$ cat src/rtl/l2_write_buffer_pkg.sv
// Shared types and address helpers for the L2 eviction write buffer.
package l2_wb_types;

    localparam int unsigned ADDR_WIDTH      = 16;
    localparam int unsigned LINE_WIDTH      = 256;
    localparam int unsigned OFFSET_BITS     = 5;
    localparam int unsigned LINE_ADDR_WIDTH = ADDR_WIDTH - OFFSET_BITS;

    typedef logic [ADDR_WIDTH-1:0]      addr_t;
    typedef logic [LINE_WIDTH-1:0]      line_t;
    typedef logic [LINE_ADDR_WIDTH-1:0] lineaddr_t;

    typedef enum logic [1:0] {IDLE, ACK, FWD_READ, DRAIN} wb_state_t;

    function automatic lineaddr_t line_of(addr_t a);
        return a[ADDR_WIDTH-1:OFFSET_BITS];
    endfunction

    function automatic addr_t line_base(lineaddr_t l);
        return {l, {OFFSET_BITS{1'b0}}};
    endfunction

endpackage

$ cat src/rtl/l2_write_buffer_if.sv
// L2-side and pmem-side buses of the write buffer; slave is the buffer, master is
// the surrounding L2 controller plus memory.
interface l2_write_buffer_if;

    logic              l2_read;
    logic              l2_write;
    l2_wb_types::addr_t l2_address;
    l2_wb_types::line_t l2_wdata;
    logic              l2_resp;
    l2_wb_types::line_t l2_rdata;

    logic              pmem_read;
    logic              pmem_write;
    l2_wb_types::addr_t pmem_address;
    l2_wb_types::line_t pmem_wdata;
    logic              pmem_resp;
    l2_wb_types::line_t pmem_rdata;

    logic              wb_empty;

    modport slave (
        input  l2_read, l2_write, l2_address, l2_wdata, pmem_resp, pmem_rdata,
        output l2_resp, l2_rdata, pmem_read, pmem_write, pmem_address, pmem_wdata, wb_empty
    );

    modport master (
        output l2_read, l2_write, l2_address, l2_wdata, pmem_resp, pmem_rdata,
        input  l2_resp, l2_rdata, pmem_read, pmem_write, pmem_address, pmem_wdata, wb_empty
    );

endinterface

$ cat src/rtl/l2_wb_storage.sv
// Line entry array kept in FIFO order (head + count) with a combinational
// line-address lookup used for both read hits and write coalescing.
module l2_wb_storage
    import l2_wb_types::*;
#(
    parameter int unsigned DEPTH = 2
) (
    input  logic      clk_i,
    input  logic      rst_i,
    input  lineaddr_t addr_i,
    input  line_t     data_i,
    input  logic      enq_i,
    input  logic      coal_i,
    input  logic      pop_i,
    output logic      hit_o,
    output line_t     hit_data_o,
    output lineaddr_t head_addr_o,
    output line_t     head_data_o,
    output logic      empty_o,
    output logic      full_o,
    output logic      last_o
);

    localparam int unsigned IdxW = (DEPTH > 1) ? $clog2(DEPTH) : 1;
    localparam int unsigned CntW = $clog2(DEPTH) + 1;

    logic [DEPTH-1:0] valid_q;
    lineaddr_t        addr_q [DEPTH];
    line_t            data_q [DEPTH];
    logic [IdxW-1:0]  head_q;
    logic [CntW-1:0]  count_q;
    logic [IdxW-1:0]  tail;
    logic [IdxW-1:0]  hit_idx;

    assign tail = IdxW'((32'(head_q) + 32'(count_q)) % DEPTH);

    // Coalescing guarantees at most one valid entry matches a given line.
    always_comb begin
        hit_o   = 1'b0;
        hit_idx = '0;
        for (int unsigned i = 0; i < DEPTH; i++) begin
            if (valid_q[i] && (addr_q[i] == addr_i)) begin
                hit_o   = 1'b1;
                hit_idx = IdxW'(i);
            end
        end
    end

    assign hit_data_o  = data_q[hit_idx];
    assign head_addr_o = addr_q[head_q];
    assign head_data_o = data_q[head_q];
    assign empty_o     = (count_q == '0);
    assign full_o      = (count_q == CntW'(DEPTH));
    assign last_o      = (count_q == CntW'(1));

    always_ff @(posedge clk_i or posedge rst_i) begin
        if (rst_i) begin
            valid_q <= '0;
            head_q  <= '0;
            count_q <= '0;
        end else if (enq_i) begin
            valid_q[tail] <= 1'b1;
            count_q       <= count_q + CntW'(1);
        end else if (pop_i) begin
            valid_q[head_q] <= 1'b0;
            head_q          <= IdxW'((32'(head_q) + 32'd1) % DEPTH);
            count_q         <= count_q - CntW'(1);
        end
    end

    // Payload is qualified by valid_q, so it needs no reset.
    always_ff @(posedge clk_i) begin
        if (enq_i) begin
            addr_q[tail] <= addr_i;
            data_q[tail] <= data_i;
        end else if (coal_i) begin
            data_q[hit_idx] <= data_i;
        end
    end

endmodule

$ cat src/rtl/l2_write_buffer.sv
// Eviction write buffer between L2 and pmem: 1-cycle writeback acks, idle-time
// draining, and read forwarding that is served from the buffer on a line hit.
module l2_write_buffer
    import l2_wb_types::*;
#(
    parameter int unsigned DEPTH = 2
) (
    input logic              clk_i,
    input logic              rst_i,
    l2_write_buffer_if.slave bus_io
);

    wb_state_t state_q;
    logic      ack_q;
    logic      pmem_read_q;
    logic      pmem_write_q;
    logic      wb_empty_q;
    addr_t     pmem_address_q;
    line_t     pmem_wdata_q;
    line_t     rdata_q;

    logic      hit;
    logic      empty;
    logic      full;
    logic      last;
    logic      enq;
    logic      coal;
    logic      pop;
    line_t     hit_data;
    line_t     head_data;
    lineaddr_t head_addr;

    // Storage strobes mirror the IDLE priority: reads win over writes.
    always_comb begin
        enq  = 1'b0;
        coal = 1'b0;
        pop  = 1'b0;
        if (state_q == IDLE && !bus_io.l2_read && bus_io.l2_write) begin
            coal = hit;
            enq  = !hit && !full;
        end
        if (state_q == DRAIN) begin
            pop = bus_io.pmem_resp;
        end
    end

    l2_wb_storage #(
        .DEPTH(DEPTH)
    ) u_storage (
        .clk_i      (clk_i),
        .rst_i      (rst_i),
        .addr_i     (line_of(bus_io.l2_address)),
        .data_i     (bus_io.l2_wdata),
        .enq_i      (enq),
        .coal_i     (coal),
        .pop_i      (pop),
        .hit_o      (hit),
        .hit_data_o (hit_data),
        .head_addr_o(head_addr),
        .head_data_o(head_data),
        .empty_o    (empty),
        .full_o     (full),
        .last_o     (last)
    );

    always_ff @(posedge clk_i or posedge rst_i) begin
        if (rst_i) begin
            state_q        <= IDLE;
            ack_q          <= 1'b0;
            pmem_read_q    <= 1'b0;
            pmem_write_q   <= 1'b0;
            wb_empty_q     <= 1'b1;
            pmem_address_q <= '0;
            pmem_wdata_q   <= '0;
            rdata_q        <= '0;
        end else begin
            case (state_q)
                IDLE: begin
                    if (bus_io.l2_read) begin
                        if (hit) begin
                            rdata_q <= hit_data;
                            ack_q   <= 1'b1;
                            state_q <= ACK;
                        end else begin
                            pmem_read_q    <= 1'b1;
                            pmem_address_q <= line_base(line_of(bus_io.l2_address));
                            state_q        <= FWD_READ;
                        end
                    end else if (bus_io.l2_write && (hit || !full)) begin
                        ack_q      <= 1'b1;
                        wb_empty_q <= 1'b0;
                        state_q    <= ACK;
                    end else if (bus_io.l2_write || !empty) begin
                        // A write into a full buffer stays pending until this drain frees a slot.
                        pmem_write_q   <= 1'b1;
                        pmem_address_q <= line_base(head_addr);
                        pmem_wdata_q   <= head_data;
                        state_q        <= DRAIN;
                    end
                end
                ACK: begin
                    ack_q   <= 1'b0;
                    state_q <= IDLE;
                end
                FWD_READ: begin
                    if (bus_io.pmem_resp) begin
                        pmem_read_q <= 1'b0;
                        state_q     <= IDLE;
                    end
                end
                DRAIN: begin
                    if (bus_io.pmem_resp) begin
                        pmem_write_q <= 1'b0;
                        if (last) begin
                            wb_empty_q <= 1'b1;
                        end
                        state_q <= IDLE;
                    end
                end
                default: state_q <= IDLE;
            endcase
        end
    end

    // Forwarded reads complete with pmem in the same cycle, no extra latency.
    assign bus_io.l2_resp      = ack_q || (state_q == FWD_READ && bus_io.pmem_resp);
    assign bus_io.l2_rdata     = (state_q == FWD_READ) ? bus_io.pmem_rdata : rdata_q;
    assign bus_io.pmem_read    = pmem_read_q;
    assign bus_io.pmem_write   = pmem_write_q;
    assign bus_io.pmem_address = pmem_address_q;
    assign bus_io.pmem_wdata   = pmem_wdata_q;
    assign bus_io.wb_empty     = wb_empty_q;

endmodule

$ cat src/flat_wrapper.sv
// flat-port wrapper written by rule: the top's interface ports become plain ports
module l2_write_buffer_flat import l2_wb_types::*;
#(
    parameter int unsigned DEPTH = 2
)
  (clk_i, rst_i, bus_io_l2_read, bus_io_l2_write, bus_io_l2_address, bus_io_l2_wdata, bus_io_pmem_resp, bus_io_pmem_rdata, bus_io_l2_resp, bus_io_l2_rdata, bus_io_pmem_read, bus_io_pmem_write, bus_io_pmem_address, bus_io_pmem_wdata, bus_io_wb_empty);
  l2_write_buffer_if bus_io_i ();
  input logic clk_i;
  input logic rst_i;
  input wire logic [$bits(bus_io_i.l2_read)-1:0] bus_io_l2_read;
  input wire logic [$bits(bus_io_i.l2_write)-1:0] bus_io_l2_write;
  input wire logic [$bits(bus_io_i.l2_address)-1:0] bus_io_l2_address;
  input wire logic [$bits(bus_io_i.l2_wdata)-1:0] bus_io_l2_wdata;
  input wire logic [$bits(bus_io_i.pmem_resp)-1:0] bus_io_pmem_resp;
  input wire logic [$bits(bus_io_i.pmem_rdata)-1:0] bus_io_pmem_rdata;
  output wire logic [$bits(bus_io_i.l2_resp)-1:0] bus_io_l2_resp;
  output wire logic [$bits(bus_io_i.l2_rdata)-1:0] bus_io_l2_rdata;
  output wire logic [$bits(bus_io_i.pmem_read)-1:0] bus_io_pmem_read;
  output wire logic [$bits(bus_io_i.pmem_write)-1:0] bus_io_pmem_write;
  output wire logic [$bits(bus_io_i.pmem_address)-1:0] bus_io_pmem_address;
  output wire logic [$bits(bus_io_i.pmem_wdata)-1:0] bus_io_pmem_wdata;
  output wire logic [$bits(bus_io_i.wb_empty)-1:0] bus_io_wb_empty;
  assign bus_io_i.l2_read = bus_io_l2_read;
  assign bus_io_i.l2_write = bus_io_l2_write;
  assign bus_io_i.l2_address = bus_io_l2_address;
  assign bus_io_i.l2_wdata = bus_io_l2_wdata;
  assign bus_io_i.pmem_resp = bus_io_pmem_resp;
  assign bus_io_i.pmem_rdata = bus_io_pmem_rdata;
  assign bus_io_l2_resp = bus_io_i.l2_resp;
  assign bus_io_l2_rdata = bus_io_i.l2_rdata;
  assign bus_io_pmem_read = bus_io_i.pmem_read;
  assign bus_io_pmem_write = bus_io_i.pmem_write;
  assign bus_io_pmem_address = bus_io_i.pmem_address;
  assign bus_io_pmem_wdata = bus_io_i.pmem_wdata;
  assign bus_io_wb_empty = bus_io_i.wb_empty;
  l2_write_buffer #(.DEPTH(DEPTH)) u_core (.clk_i(clk_i), .rst_i(rst_i), .bus_io(bus_io_i));
endmodule
$ cat config.mk
export PLATFORM = sky130hd
export DESIGN_NAME = l2_write_buffer_flat
export DESIGN_NICKNAME = d
export VERILOG_FILES = /design/src/rtl/l2_write_buffer_pkg.sv /design/src/rtl/l2_write_buffer_if.sv /design/src/rtl/l2_wb_storage.sv /design/src/rtl/l2_write_buffer.sv /design/src/flat_wrapper.sv
export SDC_FILE = /design/constraint.sdc
export NUM_CORES = 2
export LEC_CHECK = 0
export CORE_AREA = 2 2 411 413
export CTS_CLUSTER_SIZE = 16
export DETAILED_ROUTE_END_ITERATION = 10
export DIE_AREA = 0 0 413 415
export PLACE_DENSITY = 0.52
export SLEW_MARGIN = 20
export SYNTH_ARGS = -nofsm -noshare
export SYNTH_HDL_FRONTEND = slang
export SYNTH_SLANG_ARGS = --single-unit
$ cat constraint.sdc
create_clock -name clk_i -period 29.9 [get_ports clk_i]
set_clock_uncertainty 0.15 [all_clocks]
set_input_delay 8.97 -clock clk_i [delete_from_list [all_inputs] [get_ports clk_i]]
set_output_delay 8.97 -clock clk_i [all_outputs]
set_load 0.05 [all_outputs]
Word-level counts from Yosys, hierarchy flattened
Memories as Yosys holds them, arrays and structs flattened. A register that Yosys moved wholly into a read port is not among the register bits.
Cells that the tools add are included.
{"block": "op_classes", "bitwise_logic": 6, "add_sub_neg": 4, "mux": 50, "reduce_logical": 34, "magnitude_cmp": 4, "eq_ne": 22}
{"cell": "two-way mux 256 bit", "n": 2}
{"cell": "OR reduction 256 bit", "n": 1}
{"cell": "two-way mux 16 bit", "n": 4}
{"cell": "two-way mux 1 bit", "n": 28}
{"cell": "== test 11 bit", "n": 2}
{"cell": "!= test 2 bit (second input constant)", "n": 10}
{"cell": "two-way mux 2 bit", "n": 9}
{"cell": "AND reduction 4 bit", "n": 3}
{"cell": "AND reduction 5 bit", "n": 2}
{"cell": "nonzero test 2 bit", "n": 5}
{"cell": "logical AND 1 bit", "n": 9}
{"cell": "one-hot mux 1 bit (2 select lines)", "n": 4}
{"cell": "== test 2 bit (second input constant)", "n": 3}
{"cell": "one-hot mux 2 bit (3 select lines)", "n": 1}
{"cell": "AND reduction 3 bit", "n": 2}
{"cell": "== test 2 x 1 -> 1 bit (second input constant)", "n": 2}
{"cell": "zero test 1 bit", "n": 4}
{"cell": "zero test 2 bit", "n": 2}
{"cell": "< comparator 1 x 2 -> 1 bit (second input constant)", "n": 2}
{"cell": "!= test 2 x 1 -> 1 bit (second input constant)", "n": 2}
{"cell": "!= test 4 bit (second input constant)", "n": 1}
{"cell": "AND reduction 2 bit", "n": 2}
{"cell": "logical OR 1 bit", "n": 3}
{"cell": "!= test 3 x 2 -> 1 bit (second input constant)", "n": 1}
{"cell": "other kinds (12)", "n": 16}
{"block": "word_totals", "register_bits": 27, "in_bits": 533, "word_cells": 131, "ram_bits": 534, "output_inout_bits": 532, "mem_count": 2}
{"name": "u_core.u_storage.data_q", "depth": 2, "word_bits": 256, "rd": 2, "rd_ports_with_merged_regs": 2, "wr": 1, "line": "l2_wb_storage.sv:29", "source": "line_t data_q [DEPTH];"}
{"name": "u_core.u_storage.addr_q", "depth": 2, "word_bits": 11, "rd": 3, "rd_ports_with_merged_regs": 0, "wr": 1, "line": "l2_wb_storage.sv:28", "source": "lineaddr_t addr_q [DEPTH];"}

Depth between registers and ports, before layout
{"block": "logic_depth", "depth_word": 11, "mapped_depth": 11, "depth_no_buf": 7}

Modules after synthesis
Synthesis repeated with hierarchy kept, for this count alone.
{"block": "unflattened", "hier_cells": 2633, "hier_area_um2": 45896.5}
{"mod": "l2_write_buffer", "area_each_um2": 22972.0, "cells_each": 1449, "instances": 1}
{"mod": "l2_wb_storage", "area_each_um2": 22924.5, "cells_each": 1184, "instances": 1}

Worst setup path after synthesis
Ideal clock, no wire load.
{"block": "synth_timing", "path_kind": "input-to-reg", "startpoint": "input port bus_io_l2_address[11]", "endpoint": "memory u_core.u_storage.data_q[0][0] (netlist name) (enable)", "arrival_time_ns": 27.376, "path_stages": 6, "setup_time_ns": 1.186, "path_slack_ns": 1.187, "path_cell_list": "xnor2_1 nand4_1 nor3_1 clkbuf_1 nor2_1 nor3_1"}
{"block": "synth_between", "elab_chain_len": 11}
{"element": "start, declared", "line": "flat_wrapper.sv:12", "source": "input wire logic [$bits(bus_io_i.l2_address)-1:0] bus_io_l2_address;"}
{"element": "== test 11 bit", "line": "l2_wb_storage.sv:42", "source": "if (valid_q[i] && (addr_q[i] == addr_i)) begin"}
{"element": "logical AND 1 bit", "line": "l2_wb_storage.sv:42"}
{"element": "two-way mux 1 bit (2 in series)", "line": "l2_wb_storage.sv:42"}
{"element": "zero test 1 bit", "line": "l2_write_buffer.sv:40", "source": "enq = !hit && !full;"}
{"element": "logical AND 1 bit", "line": "l2_write_buffer.sv:40"}
{"element": "two-way mux 1 bit", "line": "l2_write_buffer.sv:38", "source": "if (state_q == IDLE && !bus_io.l2_read && bus_io.l2_write) begin"}
{"element": "two-way mux 1 bit", "line": "l2_wb_storage.sv:73", "source": "if (enq_i) begin"}
{"element": "two-way mux 1 bit (implied by the code)", "line": "l2_wb_storage.sv:77", "source": "data_q[hit_idx] <= data_i;"}
{"element": "OR reduction 256 bit (no source line)"}
{"element": "two-way mux 1 bit (no source line)"}
{"element": "end, declared", "line": "l2_wb_storage.sv:29"}
Parallel ways exist; a longest one is shown, timed or not.

Worst setup path in the final report
{"block": "layout_timing", "startpoint": "input port bus_io_pmem_resp", "endpoint": "output port bus_io_l2_resp"}
{"block": "layout_between", "elab_chain_len": 2}
{"element": "start, declared", "line": "flat_wrapper.sv:14", "source": "input wire logic [$bits(bus_io_i.pmem_resp)-1:0] bus_io_pmem_resp;"}
{"element": "logical AND 1 bit", "line": "l2_write_buffer.sv:126", "source": "assign bus_io.l2_resp = ack_q || (state_q == FWD_READ && bus_io.pmem_resp);"}
{"element": "logical OR 1 bit", "line": "l2_write_buffer.sv:126"}
{"element": "end, declared", "line": "flat_wrapper.sv:16", "source": "output wire logic [$bits(bus_io_i.l2_resp)-1:0] bus_io_l2_resp;"}
Every way passes these cells.

==> results.yml <==
power_and_ir_drop:
  pwr-share-comb_pct: 47.6
  switchingPower_mw: 2.97
  p_int_mw: 3.77
  swShare_pct: 44.0
  powerDensity_mw_per_mm2: 97.8
  p_seq_share_pct: 30.0
  p_leak_nw: 26.6
  vdd_drop_max_uv: 76.4
  power_frac_clock_pct: 22.4
yosys:
  synth-edff-count: 534
  ys_warn_count: 0
  ys_ff_latch: 1068
  synthArstFlopShare_pct: 50.0
  postSynthCellCount: 4250
  synth_top_area_cell: "edfxtp_1"
  synth_cell_types: 43
  ys_seq_area_share_pct: 55.7
  synth.most_common_cell: "mux2_2"
  syn_area_mm2: 0.0528
  synth_area_per_cell_um2: 12.4
  synth_ff_type: "edfxtp_1"
  yosys-top-cells-area: "edfxtp_1, dfrtp_1, mux2_2"
  synth_common_cells: "mux2_2, edfxtp_1, dfrtp_1, nand4_1, nor2_1"
  synth.top_cell.area_share_pct: 30.4
placement:
  port_buffers: 1054
  dp_hpwl_um: 123000
  placedCellCount: 7160
  gp_congestion: 0.797
worst_setup_path:
  path_cells: "clkdlybuf4s50_1, a21o_1, clkdlybuf4s50_1"
  end_kind: "output port"
  worstSetupPathType: "primary input to output port"
  startpoint: "bus_io_pmem_resp"
  path_buf_inv: 2
  required_ns: 20.78
  cpLargestDelayFamily: "buffers and inverters"
  critPathMaxStageDelay_ns: 0.81
  crit_path_start_kind: "primary input"
  cp.arrival_ns: 10.75
  crit_top_cell: "clkdlybuf4s50_1"
  cp_max_fo: 5
  worstReg2RegStart: "u_core.u_storage.addr_q[1][6]"
  slowest_stage: "clkdlybuf4s50_1"
clock_network:
  cts_sinks: 1068
  cts.path.max_buffers: 3
  ctsResizeCount: 0
  cts_max_level: 3
  clk_latency_ns: 0.76
  post-cts-setup-buffers: 0
  cts_root_buf: "clkbuf_16"
  hold_buffers: 0
  numCtsBuffers: 120
  tritoncts: "done"
  clkTransAtPathRegs_ns: 0.06
global_route:
  grt_pass1_wl_um: 282000
  track_usage_pct: 21.9
  overflow: 0
  antenna_found_initial: 41
  grt_pass1_vias: 39900
  grt_max_degree: 175
die:
  die_x_um: 413
  die-height_um: 415
  num_rows: 150
  core-area_mm2: 0.167
  start_util_pct: 31.7
  dieArea_mm2: 0.171
  io_pins: 1065
timing:
  rsz0062_at_grt: "no"
  drv_slew: 0
  fin_tns_setup_ns: 0
  fin_crit_ns: 19.87
  hold_viol: 0
  fmax_ghz: 0.0503
  setup_viol: 0
  slew_headroom_pct: 11.9
  period_share_pct: 66.4
  worstMarginPinSlew_ns: 1.32
finish:
  stdcell_count: 7400
  nets: 5615
  drive_gt1_share_pct: 18.8
  syn_to_final_growth_pct: 30.6
run_status:
  status: "finished clean"
flow_run:
  drv_cap: 0
detailed_routing:
  dr.first_iter.drc_count: 2658
  ant_nets: 0
  via_count: 39700
  wl_per_cell_um: 26.4
  route.detailed.drc: 0
  via_per_inst: 5.36
  first_pass_iters: 5
  drt-total-wl_um: 196000
min_path:
  hold_start: "u_core.rdata_q[25]"
  hp-class: "flip-flop to flip-flop"
layout by cell type, fill, tap and decap left out, types with 3 or more instances in the layout:
master	count
clkdlybuf4s50_1	1054
mux2_2	709
edfxtp_1	534
dfrtp_1	532
nand4_1	274
a21oi_1	272
nor2_1	270
mux2i_1	267
o21a_1	267
o211ai_1	267
nand3_1	261
clkbuf_16	123
mux2_1	59
buf_4	58
clkbuf_1	35
nand2_1	26
xnor2_1	25
clkinv_2	22
o21ai_0	15
clkinv_1	15
clkbuf_8	13
diode_2	12
buf_12	12
bufinv_16	10
inv_1	6
conb_1	5
or3_4	3
nor2_4	3
nor3_1	3
ha_1	3
clkinv_16	3
logic make-up after synthesis:
group | share of synthesized area [%]
DFF | 55.7
muxes | 21.4
and+or+nand+nor | 8.10
AOI/OAI and AO/OA | 10.5
buffers and inverters | 3.80
xor gates and xnor gates | 0.431
adders and majority gates | 0.0711
other | 0.00710
cell type report:
cell class / instances / area [um^2]
well taps: 2204 / 2760
multi-input cells: 2758 / 21500
clock buffers: 171 / 3390
inverters: 7 / 33.8
diodes: 12 / 30.0
repair buffers: 1124 / 11200
clock inverters: 56 / 618
fillers: 15700 / 97700
flip-flops and latches: 1068 / 29400
metrics by stage:
stage                     setup WS (ns)  utilization (%)  hold WS [ns]  total power, mW  cell area (um^2)
final                             10.03             41.4         0.337             6.75             69000
after global routing              10.01             41.4         0.352             7.04             69000
after CTS                         10.02             41.3         0.344             6.82             68900
after detailed placement          10.02             38.9         0.326             5.28             64900
after global placement            10.03             38.9         0.321             5.25             64900
after floorplan                    1.19                -         0.304             4.16             52800
worst register-to-register path: stages (launching register included):
cell	delay (ns)
edfxtp_1	0.40
xnor2_1	0.23
nand4_1	0.23
or3_4	0.72
a21oi_4	0.25
buf_4	0.73
buf_4	0.76
buf_4	0.93
mux2_2	0.54
flip-flops by register name, indices dropped and copies added (netlist names), 2 cells and up:
register,count
u_core.bus_io.pmem_address,11
u_core.bus_io.pmem_wdata,256
u_core.rdata_q,256
u_core.state_q,2
u_core.u_storage.addr_q,22
u_core.u_storage.count_q,2
u_core.u_storage.data_q,512
u_core.u_storage.valid_q,2
metal layers:
layer | vias up | part of all wire [%] | global-route usage, %
met5 | - | 0.14 | 0
li1 | 17800 | - | -
met3 | 273 | 7.3 | 5.80
met2 | 1303 | 48 | 36.5
met1 | 20200 | 41 | 27.7
met4 | 46 | 2.9 | 6.88
power groups by stage:
stage	registers, mW	clock network [mW]	logic, mW
4_1_cts	2.02	1.55	3.25
3_3_place_gp	2.03	0	3.22
5_1_grt	2.06	1.61	3.37
3_5_place_dp	2.04	0	3.24
2_1_floorplan	2.64	0	1.52
6_report	2.02	1.51	3.21
final timing paths:
check	endpoint	slack [ns]	depth (start not counted)
setup / recovery	bus_io_l2_resp	10.03	3
hold / removal	u_core.rdata_q[25]	0.34	1
setup reg to reg	u_core.rdata_q[109]	24.84	8
hold reg to reg	u_core.rdata_q[25]	0.34	1
max in group asynchronous	u_core.bus_io.pmem_wdata[20]	17.12	6
min in group asynchronous	u_core.rdata_q[140]	8.59	2
No activity file was read; power rests on OpenSTA's default activity.
